File: config.mk
export PLATFORM = sky130hd
export DESIGN_NAME = zigzag_buffer
export DESIGN_NICKNAME = d
export VERILOG_FILES = /design/src/rtl/jpeg_zz_pkg.sv /design/src/rtl/zigzag_bank.sv /design/src/rtl/zigzag_buffer.sv
export SDC_FILE = /design/constraint.sdc
export NUM_CORES = 1
export LEC_CHECK = 0
export BUFFER_PORTS_ARGS = -buffer_cell sky130_fd_sc_hd__buf_2
export CAP_MARGIN = 40
export CORE_ASPECT_RATIO = 0.7
export CORE_MARGIN = 2
export CORE_UTILIZATION = 28
export CTS_CLUSTER_DIAMETER = 100
export DETAILED_ROUTE_END_ITERATION = 8
export RECOVER_POWER = 25
export SLEW_MARGIN = 20
export SYNTH_ARGS = -nofsm -noshare
export SYNTH_HDL_FRONTEND = slang
export SYNTH_SLANG_ARGS = --single-unit
File: constraint.sdc
create_clock -name clk -period 5.8 [get_ports clk]
set_input_delay 0.29 -clock clk [delete_from_list [all_inputs] [get_ports clk]]
set_output_delay 0.29 -clock clk [all_outputs]
set_load 0.005 [all_outputs]
File: src/rtl/jpeg_zz_pkg.sv
// Shared constants for the zigzag reorder buffer: JPEG zigzag tables, widths, read FSM states.
package jpeg_zz_pkg;

  localparam int unsigned COEF_W   = 8;
  localparam int unsigned BLK_SIZE = 64;
  localparam int unsigned ROWS     = 8;
  localparam int unsigned COL_W    = ROWS * COEF_W;
  localparam int unsigned ADDR_W   = 6;
  localparam int unsigned CNT_W    = 3;
  localparam int unsigned NZ_W     = 7;

  // zigzag position -> raster index (row*8+col)
  localparam logic [ADDR_W-1:0] ZZ [BLK_SIZE] = '{
    6'd0,  6'd1,  6'd8,  6'd16, 6'd9,  6'd2,  6'd3,  6'd10,
    6'd17, 6'd24, 6'd32, 6'd25, 6'd18, 6'd11, 6'd4,  6'd5,
    6'd12, 6'd19, 6'd26, 6'd33, 6'd40, 6'd48, 6'd41, 6'd34,
    6'd27, 6'd20, 6'd13, 6'd6,  6'd7,  6'd14, 6'd21, 6'd28,
    6'd35, 6'd42, 6'd49, 6'd56, 6'd57, 6'd50, 6'd43, 6'd36,
    6'd29, 6'd22, 6'd15, 6'd23, 6'd30, 6'd37, 6'd44, 6'd51,
    6'd58, 6'd59, 6'd52, 6'd45, 6'd38, 6'd31, 6'd39, 6'd46,
    6'd53, 6'd60, 6'd61, 6'd54, 6'd47, 6'd55, 6'd62, 6'd63
  };

  // raster index -> zigzag position
  localparam logic [ADDR_W-1:0] INV_ZZ [BLK_SIZE] = '{
    6'd0,  6'd1,  6'd5,  6'd6,  6'd14, 6'd15, 6'd27, 6'd28,
    6'd2,  6'd4,  6'd7,  6'd13, 6'd16, 6'd26, 6'd29, 6'd42,
    6'd3,  6'd8,  6'd12, 6'd17, 6'd25, 6'd30, 6'd41, 6'd43,
    6'd9,  6'd11, 6'd18, 6'd24, 6'd31, 6'd40, 6'd44, 6'd53,
    6'd10, 6'd19, 6'd23, 6'd32, 6'd39, 6'd45, 6'd52, 6'd54,
    6'd20, 6'd22, 6'd33, 6'd38, 6'd46, 6'd51, 6'd55, 6'd60,
    6'd21, 6'd34, 6'd37, 6'd47, 6'd50, 6'd56, 6'd59, 6'd61,
    6'd35, 6'd36, 6'd48, 6'd49, 6'd57, 6'd58, 6'd62, 6'd63
  };

  typedef enum logic {
    RD_IDLE   = 1'b0,
    RD_STREAM = 1'b1
  } rd_state_e;

endpackage

File: src/rtl/zigzag_bank.sv
// One 8x8 coefficient bank: whole-column write port, single raster-addressed read port.
module zigzag_bank
  import jpeg_zz_pkg::*;
(
  input  logic                clk,
  input  logic                we,
  input  logic [CNT_W-1:0]    wcol,
  input  logic [COL_W-1:0]    wdata,
  input  logic [ADDR_W-1:0]   raddr,
  output logic [COEF_W-1:0]   rdata_c
);

  logic [COEF_W-1:0] mem [BLK_SIZE];

  // Column write: row r of the column lands at raster index r*8+wcol; contents are not reset.
  always_ff @(posedge clk) begin
    if (we) begin
      for (int r = 0; r < int'(ROWS); r++) begin
        mem[{3'(r), wcol}] <= wdata[(COL_W-1-COEF_W*r) -: COEF_W];
      end
    end
  end

  assign rdata_c = mem[raddr];

endmodule

File: src/rtl/zigzag_buffer.sv
// Ping-pong column-in / zigzag-out reorder buffer for quantized 8x8 blocks.
// Optional feature macro: ZIGZAG_LAST_NZ_EN (adds out_last_nz, last-nonzero tracking).
module zigzag_buffer
  import jpeg_zz_pkg::*;
(
  input  logic               clk,
  input  logic               reset,
  input  logic [COL_W-1:0]   in_data,
  input  logic               in_valid,
  output logic               in_ready,
  output logic [COEF_W-1:0]  out_data,
  output logic               out_valid,
  input  logic               out_ready,
  output logic               out_first,
`ifdef ZIGZAG_LAST_NZ_EN
  output logic [NZ_W-1:0]    out_last_nz,
`endif
  output logic               out_last
);

  logic [CNT_W-1:0]  wcol;
  logic              wsel;
  logic              rsel, rsel_d;
  logic [1:0]        full;
  logic [ADDR_W-1:0] rpos, rpos_d, nxt_pos;
  rd_state_e         state, state_d;
  logic              accept, out_hs, wr_done, rd_done;
  logic [ADDR_W-1:0] rd_addr;
  logic [COEF_W-1:0] rdata0, rdata1, bank_rdata;
  logic [COEF_W-1:0] data_d;
  logic              valid_d, first_d, last_d;

  assign in_ready   = !full[wsel];
  assign accept     = in_valid && in_ready;
  assign out_hs     = out_valid && out_ready;
  assign wr_done    = accept && (wcol == 3'd7);
  assign rd_done    = (state == RD_STREAM) && out_hs && (rpos == 6'd63);
  assign nxt_pos    = 6'(rpos + 6'd1);
  assign rd_addr    = (state == RD_IDLE) ? ZZ[0] : ZZ[nxt_pos];
  assign bank_rdata = rsel ? rdata1 : rdata0;

  zigzag_bank u_bank0 (
    .clk     (clk),
    .we      (accept && !wsel),
    .wcol    (wcol),
    .wdata   (in_data),
    .raddr   (rd_addr),
    .rdata_c (rdata0)
  );

  zigzag_bank u_bank1 (
    .clk     (clk),
    .we      (accept && wsel),
    .wcol    (wcol),
    .wdata   (in_data),
    .raddr   (rd_addr),
    .rdata_c (rdata1)
  );

  // Write side: column counter and bank pointer advance per accepted column.
  always_ff @(posedge clk or negedge reset) begin
    if (!reset) begin
      wcol <= '0;
      wsel <= 1'b0;
    end else if (accept) begin
      wcol <= 3'(wcol + 3'd1);
      if (wcol == 3'd7) wsel <= ~wsel;
    end
  end

  // Bank full flags: set by the writer, cleared by the reader; the two always target different banks.
  always_ff @(posedge clk or negedge reset) begin
    if (!reset) begin
      full <= '0;
    end else begin
      if (wr_done) full[wsel] <= 1'b1;
      if (rd_done) full[rsel] <= 1'b0;
    end
  end

  // Read FSM next-state and next-output logic.
  always_comb begin
    state_d = state;
    rpos_d  = rpos;
    rsel_d  = rsel;
    valid_d = out_valid;
    data_d  = out_data;
    first_d = out_first;
    last_d  = out_last;
    case (state)
      RD_IDLE: begin
        if (full[rsel]) begin
          data_d  = bank_rdata;
          valid_d = 1'b1;
          first_d = 1'b1;
          last_d  = 1'b0;
          rpos_d  = '0;
          state_d = RD_STREAM;
        end
      end
      RD_STREAM: begin
        if (out_hs) begin
          if (rpos == 6'd63) begin
            valid_d = 1'b0;
            first_d = 1'b0;
            last_d  = 1'b0;
            rsel_d  = ~rsel;
            state_d = RD_IDLE;
          end else begin
            rpos_d  = nxt_pos;
            data_d  = bank_rdata;
            first_d = 1'b0;
            last_d  = (nxt_pos == 6'd63);
          end
        end
      end
      default: state_d = RD_IDLE;
    endcase
  end

  // Read FSM state and registered output stage.
  always_ff @(posedge clk or negedge reset) begin
    if (!reset) begin
      state     <= RD_IDLE;
      rpos      <= '0;
      rsel      <= 1'b0;
      out_valid <= 1'b0;
      out_data  <= '0;
      out_first <= 1'b0;
      out_last  <= 1'b0;
    end else begin
      state     <= state_d;
      rpos      <= rpos_d;
      rsel      <= rsel_d;
      out_valid <= valid_d;
      out_data  <= data_d;
      out_first <= first_d;
      out_last  <= last_d;
    end
  end

`ifdef ZIGZAG_LAST_NZ_EN
  logic [NZ_W-1:0] nz_trk [2];
  logic [NZ_W-1:0] col_max;

  // Highest (zigzag position + 1) among the nonzero coefficients of the incoming column.
  always_comb begin
    col_max = '0;
    for (int r = 0; r < int'(ROWS); r++) begin
      if ((in_data[(COL_W-1-COEF_W*r) -: COEF_W] != '0) &&
          (7'(7'(INV_ZZ[{3'(r), wcol}]) + 7'd1) > col_max)) begin
        col_max = 7'(7'(INV_ZZ[{3'(r), wcol}]) + 7'd1);
      end
    end
  end

  // Per-bank running maximum, restarted by the first column of each block.
  always_ff @(posedge clk or negedge reset) begin
    if (!reset) begin
      nz_trk[0] <= '0;
      nz_trk[1] <= '0;
    end else if (accept) begin
      if (wcol == 3'd0 || col_max > nz_trk[wsel]) nz_trk[wsel] <= col_max;
    end
  end

  // Latch the draining bank's value alongside position 0 and hold it for the block.
  always_ff @(posedge clk or negedge reset) begin
    if (!reset) begin
      out_last_nz <= '0;
    end else if (state == RD_IDLE && full[rsel]) begin
      out_last_nz <= nz_trk[rsel];
    end
  end
`endif

endmodule

Yosys cells after proc, flatten, opt, wreduce, memory -nomap -nowiden
Memory sizes are Yosys's and may differ from the RTL's.
Cells that the tools add are included.
Storage, ports and cells
  memories kept: 3
  memory bits (writable): 1024
  output and inout port bits: 12
  register bits: 25
  logic and storage cells: 90
  bits in read-only memories: 384
  input bits: 68
Operators by class
  reductions and logical operators: 16
  order comparisons: 5
  $add $sub $neg: 2
  bitwise operators: 7
  muxes and demuxes: 40
  equality and inequality tests: 7
Memories
  u_bank0.mem: words 64, bits a word 8, read ports 1, clocked after memory_dff 0, write ports 8, line zigzag_bank.sv:13  | logic [COEF_W-1:0] mem [BLK_SIZE];
  u_bank1.mem: words 64, bits a word 8, read ports 1, clocked after memory_dff 0, write ports 8, line zigzag_bank.sv:13
  (no name shown): words 64, bits a word 6, read ports 1, clocked after memory_dff 0, write ports 0, line zigzag_buffer.sv:39  | assign rd_addr = (state == RD_IDLE) ? ZZ[0] : ZZ[nxt_pos];
Operators by type and width (count)
  two-way mux 6 bit: 6
  two-way mux 8 bit: 4
  two-way mux 1 bit: 20
  case mux 8 bit (2 select lines): 1
  equality test 6 bit (second input constant): 2
  case mux 6 bit (2 select lines): 1
  logical AND 1 bit: 9
  AND reduction 3 bit: 3
  case mux 1 bit (2 select lines): 4
  greater-or-equal comparator 7 bit (second input constant): 1
  NOT 6 -> 7 bit: 1
  adder 6 x 1 -> 6 bit (second input constant): 1
  inequality test 2 x 1 -> 1 bit (second input constant): 3
  < comparator 1 x 2 -> 1 bit (second input constant): 2
  two-way mux 2 bit: 2
  AND reduction 2 bit: 2
  adder 3 x 1 -> 3 bit (second input constant): 1
  equality test 3 bit (second input constant): 1
  NOT 1 bit: 3
  AND 2 bit: 1
  demux 1 bit (select 1 bit): 2
  greater-or-equal comparator 1 bit (second input constant): 2
  zero test 1 bit: 2
  inequality test 2 bit (second input constant): 1
  other kinds (2): 2

Depth between registers and ports, before layout
An unclocked memory read counts as a cell.
  depth in word-level cells: 11
  depth in mapped cells: 21
  gate-level depth less buffers: 14

Modules after synthesis
Synthesis repeated with hierarchy kept, for this count alone.
Second synthesis, totals
  cells, all modules: 1963
  area total of the unflattened synthesis: 41461.0 um2
Modules (own cells, without submodules)
  zigzag_bank: instances 2, area each 19647.6 um2, cells an instance 853, sequential area each 15374.7 um2
  zigzag_buffer: instances 1, area each 2165.8 um2, cells an instance 257, sequential area each 625.6 um2

Least setup slack after synthesis
No wires, ideal clock.
  path kind: register to register
  start: reg wsel
  end: mem u_bank1.mem[10][0] (enable)
  clock period less this slack: 5655 ps
  library setup time: 565 ps
  slack: 145 ps
  stages on the path, launching flop included: 4
  buffers on the path: 0
  required time: 5235 ps
  data arrival time: 5091 ps
  cells stage by stage: dfrtp_1 nor2b_1 nand3_1 nor3_1
RTL lines
  from (decl): line zigzag_buffer.sv:22  | logic wsel;
  from (signal assigned): line zigzag_buffer.sv:67  | if (wcol == 3'd7) wsel <= ~wsel;
  to (decl): line zigzag_bank.sv:13

Worst setup path in the final report
  start: reg rpos[1]
  end: reg out_data[5]
Between the ends
  cells in the longest elaborated chain, start to end: 11
  elaborated cells between the ends (all ways): 16
  those cells by class: 1 x add/sub; 2 x eq/ne; 8 x mux; 1 x bitwise; 1 x reduce/logical; 3 x memory
Ends and longest elaborated chain
  from (decl): line zigzag_buffer.sv:25  | logic [ADDR_W-1:0] rpos, rpos_d, nxt_pos;
  from (signal assigned): line zigzag_buffer.sv:133  | rpos <= rpos_d;
  adder 6 x 1 -> 6 bit: line zigzag_buffer.sv:38  | assign nxt_pos = 6'(rpos + 6'd1);
  NOT 6 -> 7 bit (implied by the code): line zigzag_buffer.sv:39
  memory read (64 x 6 bit)
  two-way mux 6 bit (implied by the code) (2 in a row): line zigzag_buffer.sv:39
  two-way mux 6 bit: line zigzag_buffer.sv:39
  memory read (64 x 8 bit)
  two-way mux 8 bit: line zigzag_buffer.sv:40  | assign bank_rdata = rsel ? rdata1 : rdata0;
  two-way mux 8 bit: line zigzag_buffer.sv:103  | if (rpos == 6'd63) begin
  two-way mux 8 bit: line zigzag_buffer.sv:102  | if (out_hs) begin
  case mux 8 bit (2 select lines): line zigzag_buffer.sv:90  | case (state)
  to (signal assigned): line zigzag_buffer.sv:136  | out_data <= data_d;
  to (decl): line zigzag_buffer.sv:11  | output logic [COEF_W-1:0] out_data,
Several ways; a longest one is shown, not always the timed one. The select of a mux whose other input is x is not followed.
A chain may end at the register's enable or synchronous reset.

==> qor.txt <==
Final Total Pwr: 0.0290 W
Failing checks: max-capacitance violations, max-slew violations
CTS sink cnt: 1049
Routed via count: 27.1k
Leak pwr: 17.4 nW
Startpoint Class: register
Synth unique cells: 84
Placed instance area: 0.0463 sq mm
H-tree depth: 3
Fin worst setup slack: 0.467 ns
Synthesized area: 0.0429 sq mm
Initial antenna violation count: 12
CP Capture Type: register
HP Class: primary input to register
Clock Latency Late Sink: 0.71 ns
Initial core utilization: 0.281
IO Count: 80
Drt initial violations: 3641
Final Cell Area: 0.0502 sq mm
Largest net degree at the start of global routing: 85
Kind of critical path: register to register
Area grow syn2layout: 17.2%
CTS Buffer Depth: 3
Crit Path Max Fanout: 32
Peak VDD IR: 577 uV
Synth Register Bits: 1049
Slew Viols, Final: 14
Die height: 331 microns
Asr flop ratio synth: 0.0238
Slew @ Worst Pin: 1.81 ns
Critical Path AT: 5.89 ns
Die width: 472 microns
Grt total ovfl: 0
Reg area: 0.0314 sq mm
Slew HR: -0.209
Placement row count: 120
Result of the run: complete, but fails checks
Synth Flop Type: edfxtp_1
RePlAce Congestion: 0.811
Post-CTS Setup Repair Bufs: 0
Synth warnings: 0
Post-detail-place hpwl: 79800 microns
Pre-CTS setup slack: 0.498 ns
Syn Inst Count: 3100
Syn nets: 3185
Overall routing resource usage: 0.160
Seq/Total Area, Yosys: 0.732
Number of synthesized flops with an enable pin: 1024
CTS clk-pin slew, worst paths: 0.07 ns
Post-route ant nets: 0
Max-cap viol count: 1
Vias per std cell: 5.02
Total Negative Setup Slacks: 0 ns
Final layout net count: 3375
Core area: 0.152 sq mm
Multi-input gate area: 0.0105 sq mm
First-pass GRT wire length: 184000 microns
Synthesized area per cell: 13.8 sq um
Fin crit period: 5.33 ns
CTS Buf Count: 98
Port buffer count: 79
Number of fill cells: 14.8k
WL final: 128000 microns
Post-CTS sizing: 0
Die ar.: 0.156 sq mm
Worst Skew: 0.0265 ns
DRC: 0
Post-layout util: 0.329
Required time of the critical path: 6.36 ns
Final period util: 0.919
Fraction of layout cells with a size suffix above 1: 0.120
P per Cell Area: 577 mW/mm^2
Final setup fails: 0
Final hold violations: 0
DR WL/cell: 23.8 microns
CTS tree: built
RSZ-0062 raised after global routing: no
DR pass1 iterations: 5
Number of global-route vias before repair: 25.3k
Clk root buf: clkbuf_16
Highest clock rate: 188 MHz
-- final timing paths --
| path | start | endpoint | slack [ns] | cells after the start |
|---|---|---|---|---|
| hold reg to reg | out_first | out_first | 0.48 | 2 |
| setup reg to reg | rpos[1] | out_data[5] | 0.47 | 14 |
| max in group asynchronous | reset | out_data[4] | 3.45 | 3 |
| hold / removal | out_ready | out_first | 0.04 | 4 |
| min in group asynchronous | reset | out_first | 0.21 | 2 |
| setup / recovery | rpos[1] | out_data[5] | 0.47 | 14 |
-- worst max-delay path, cell delays in order, from the launching register on --
cell and delay, ns:
dfrtp_1 0.56, ha_1 0.38, ha_1 0.85, nand2b_1 0.21, o22a_1 0.27, a221oi_2 0.32, a2111oi_2 0.10, nor2_4 0.47
buf_4 0.49, buf_4 0.29, mux2i_1 0.10, a22oi_1 0.31, nand4_1 0.18, nor4_1 0.58, a211oi_2 0.05
-- where the power goes --
part | total, W | switching, W | internal [W]
sequential | 0.00882 | 0.000177 | 0.00864
clock | 0.00667 | 0.00287 | 0.00380
combinational | 0.0135 | 0.00880 | 0.00468
-- cells in the final DEF, fill, tap and decap left out, types with 8 or more instances in the layout --
master         count
a211oi_1          15
a21oi_1           42
a22oi_1           25
a311o_1            8
a311oi_1          12
a31oi_1           16
a32oi_1           16
and3_1            15
buf_12            31
buf_2             44
buf_4            106
bufinv_16         13
clkbuf_1          51
clkbuf_16        101
clkinv_1          19
clkinv_2          22
dfrtp_1           25
dlygate4sd3_1     56
edfxtp_1        1024
ha_1              17
inv_1              8
mux2_2             9
mux2i_1          214
nand2_1          719
nand2b_1          14
nand3_1          451
nand4_1           29
nor2_1            73
nor2_2             8
nor2_4            14
nor2b_1            9
nor3_1            12
o211ai_1          16
o21ai_0           17
-- synth_stat cells (all sizes together) (3+ instances only) --
| cell | count | area (sq um) |
|---|---|---|
| and2 | 5 | 31.3 |
| nor2b | 9 | 56.3 |
| o32a | 3 | 30.0 |
| nor4 | 7 | 43.8 |
| o22ai | 4 | 25.0 |
| buf | 148 | 928 |
| a211oi | 18 | 150 |
| a311o | 8 | 80.1 |
| and3 | 17 | 111 |
| a21oi | 42 | 210 |
| nor3 | 20 | 126 |
| nand2 | 719 | 2700 |
| nand3 | 453 | 2270 |
| a311oi | 12 | 105 |
| mux2 | 9 | 101 |
| edfxtp | 1024 | 30700 |
| or2 | 5 | 33.8 |
| nand2b | 16 | 115 |
| nand4 | 29 | 181 |
| ha | 17 | 213 |
| a2111oi | 4 | 47.6 |
| a2bb2oi | 7 | 61.3 |
| or3 | 3 | 18.8 |
| a32oi | 16 | 140 |
| mux2i | 214 | 2140 |
| dfrtp | 25 | 626 |
| o311ai | 3 | 51.3 |
| o211ai | 17 | 141 |
| clkbuf | 41 | 154 |
| o221ai | 4 | 41.3 |
| a31oi | 16 | 100 |
| xnor2 | 5 | 73.8 |
| a221oi | 3 | 32.5 |
| inv | 10 | 37.5 |
| a22oi | 25 | 188 |
| nor2 | 95 | 382 |
| o21ai | 19 | 95.1 |
-- layer usage --
metal  wire length (microns)  vias to the layer above  global-route usage  part of all wire
li1                        -                    11928                   -                 -
met1                   57400                    13701               0.242              0.45
met2                   56300                     1296               0.234              0.44
met3                   12500                      142              0.0347             0.098
met4                    2090                        4              0.0322             0.016
met5                      27                        -                   0           0.00021
-- cell families (layout without fill, tap and decap cells) --
family	Yosys count	in the layout	synth area share
AOI/OAI and AO/OA	220	220	0.0390
xor gates and xnor gates	6	6	0.00193
adders and majority gates	17	17	0.00496
buffers and inverters	199	472	0.0261
DFF	1049	1049	0.732
muxes	223	223	0.0524
other	0	4	0
and+or+nand+nor	1386	1386	0.143
-- sequential cells by signal, summed over array words and instances, names as in the netlist --
register	cells
wsel	1
u_bank0.mem	512
state	1
wcol	3
out_first	1
rsel	1
out_last	1
rpos	6
full	2
out_valid	1
u_bank1.mem	512
out_data	8
-- what timing repair did --
item                                   CTS  global route
endpoints found under the hold margin  827             0
hold buffers                            56             0
setup endpoints to repair                0             0
-- through the flow --
step / hold slack, ns / std cells
2_1_floorplan: -0.00559 / 3100
3_3_place_gp: 0.479 / 5131
3_5_place_dp: 0.217 / 5144
4_1_cts: 0.00207 / 5383
5_1_grt: 0.0381 / 5387
6_report: 0.0375 / 5390
-- layout make-up --
cell class / instances / area share
multi-input cells: 1852 / 0.209
well taps: 2013 / 0.0502
clock inverters: 65 / 0.0138
inverters: 10 / 0.000748
clock buffers: 118 / 0.0520
repair buffers: 279 / 0.0488
flip-flops and latches: 1049 / 0.625
diodes: 4 / 0.000199
Power figures use the tool's default switching activity.
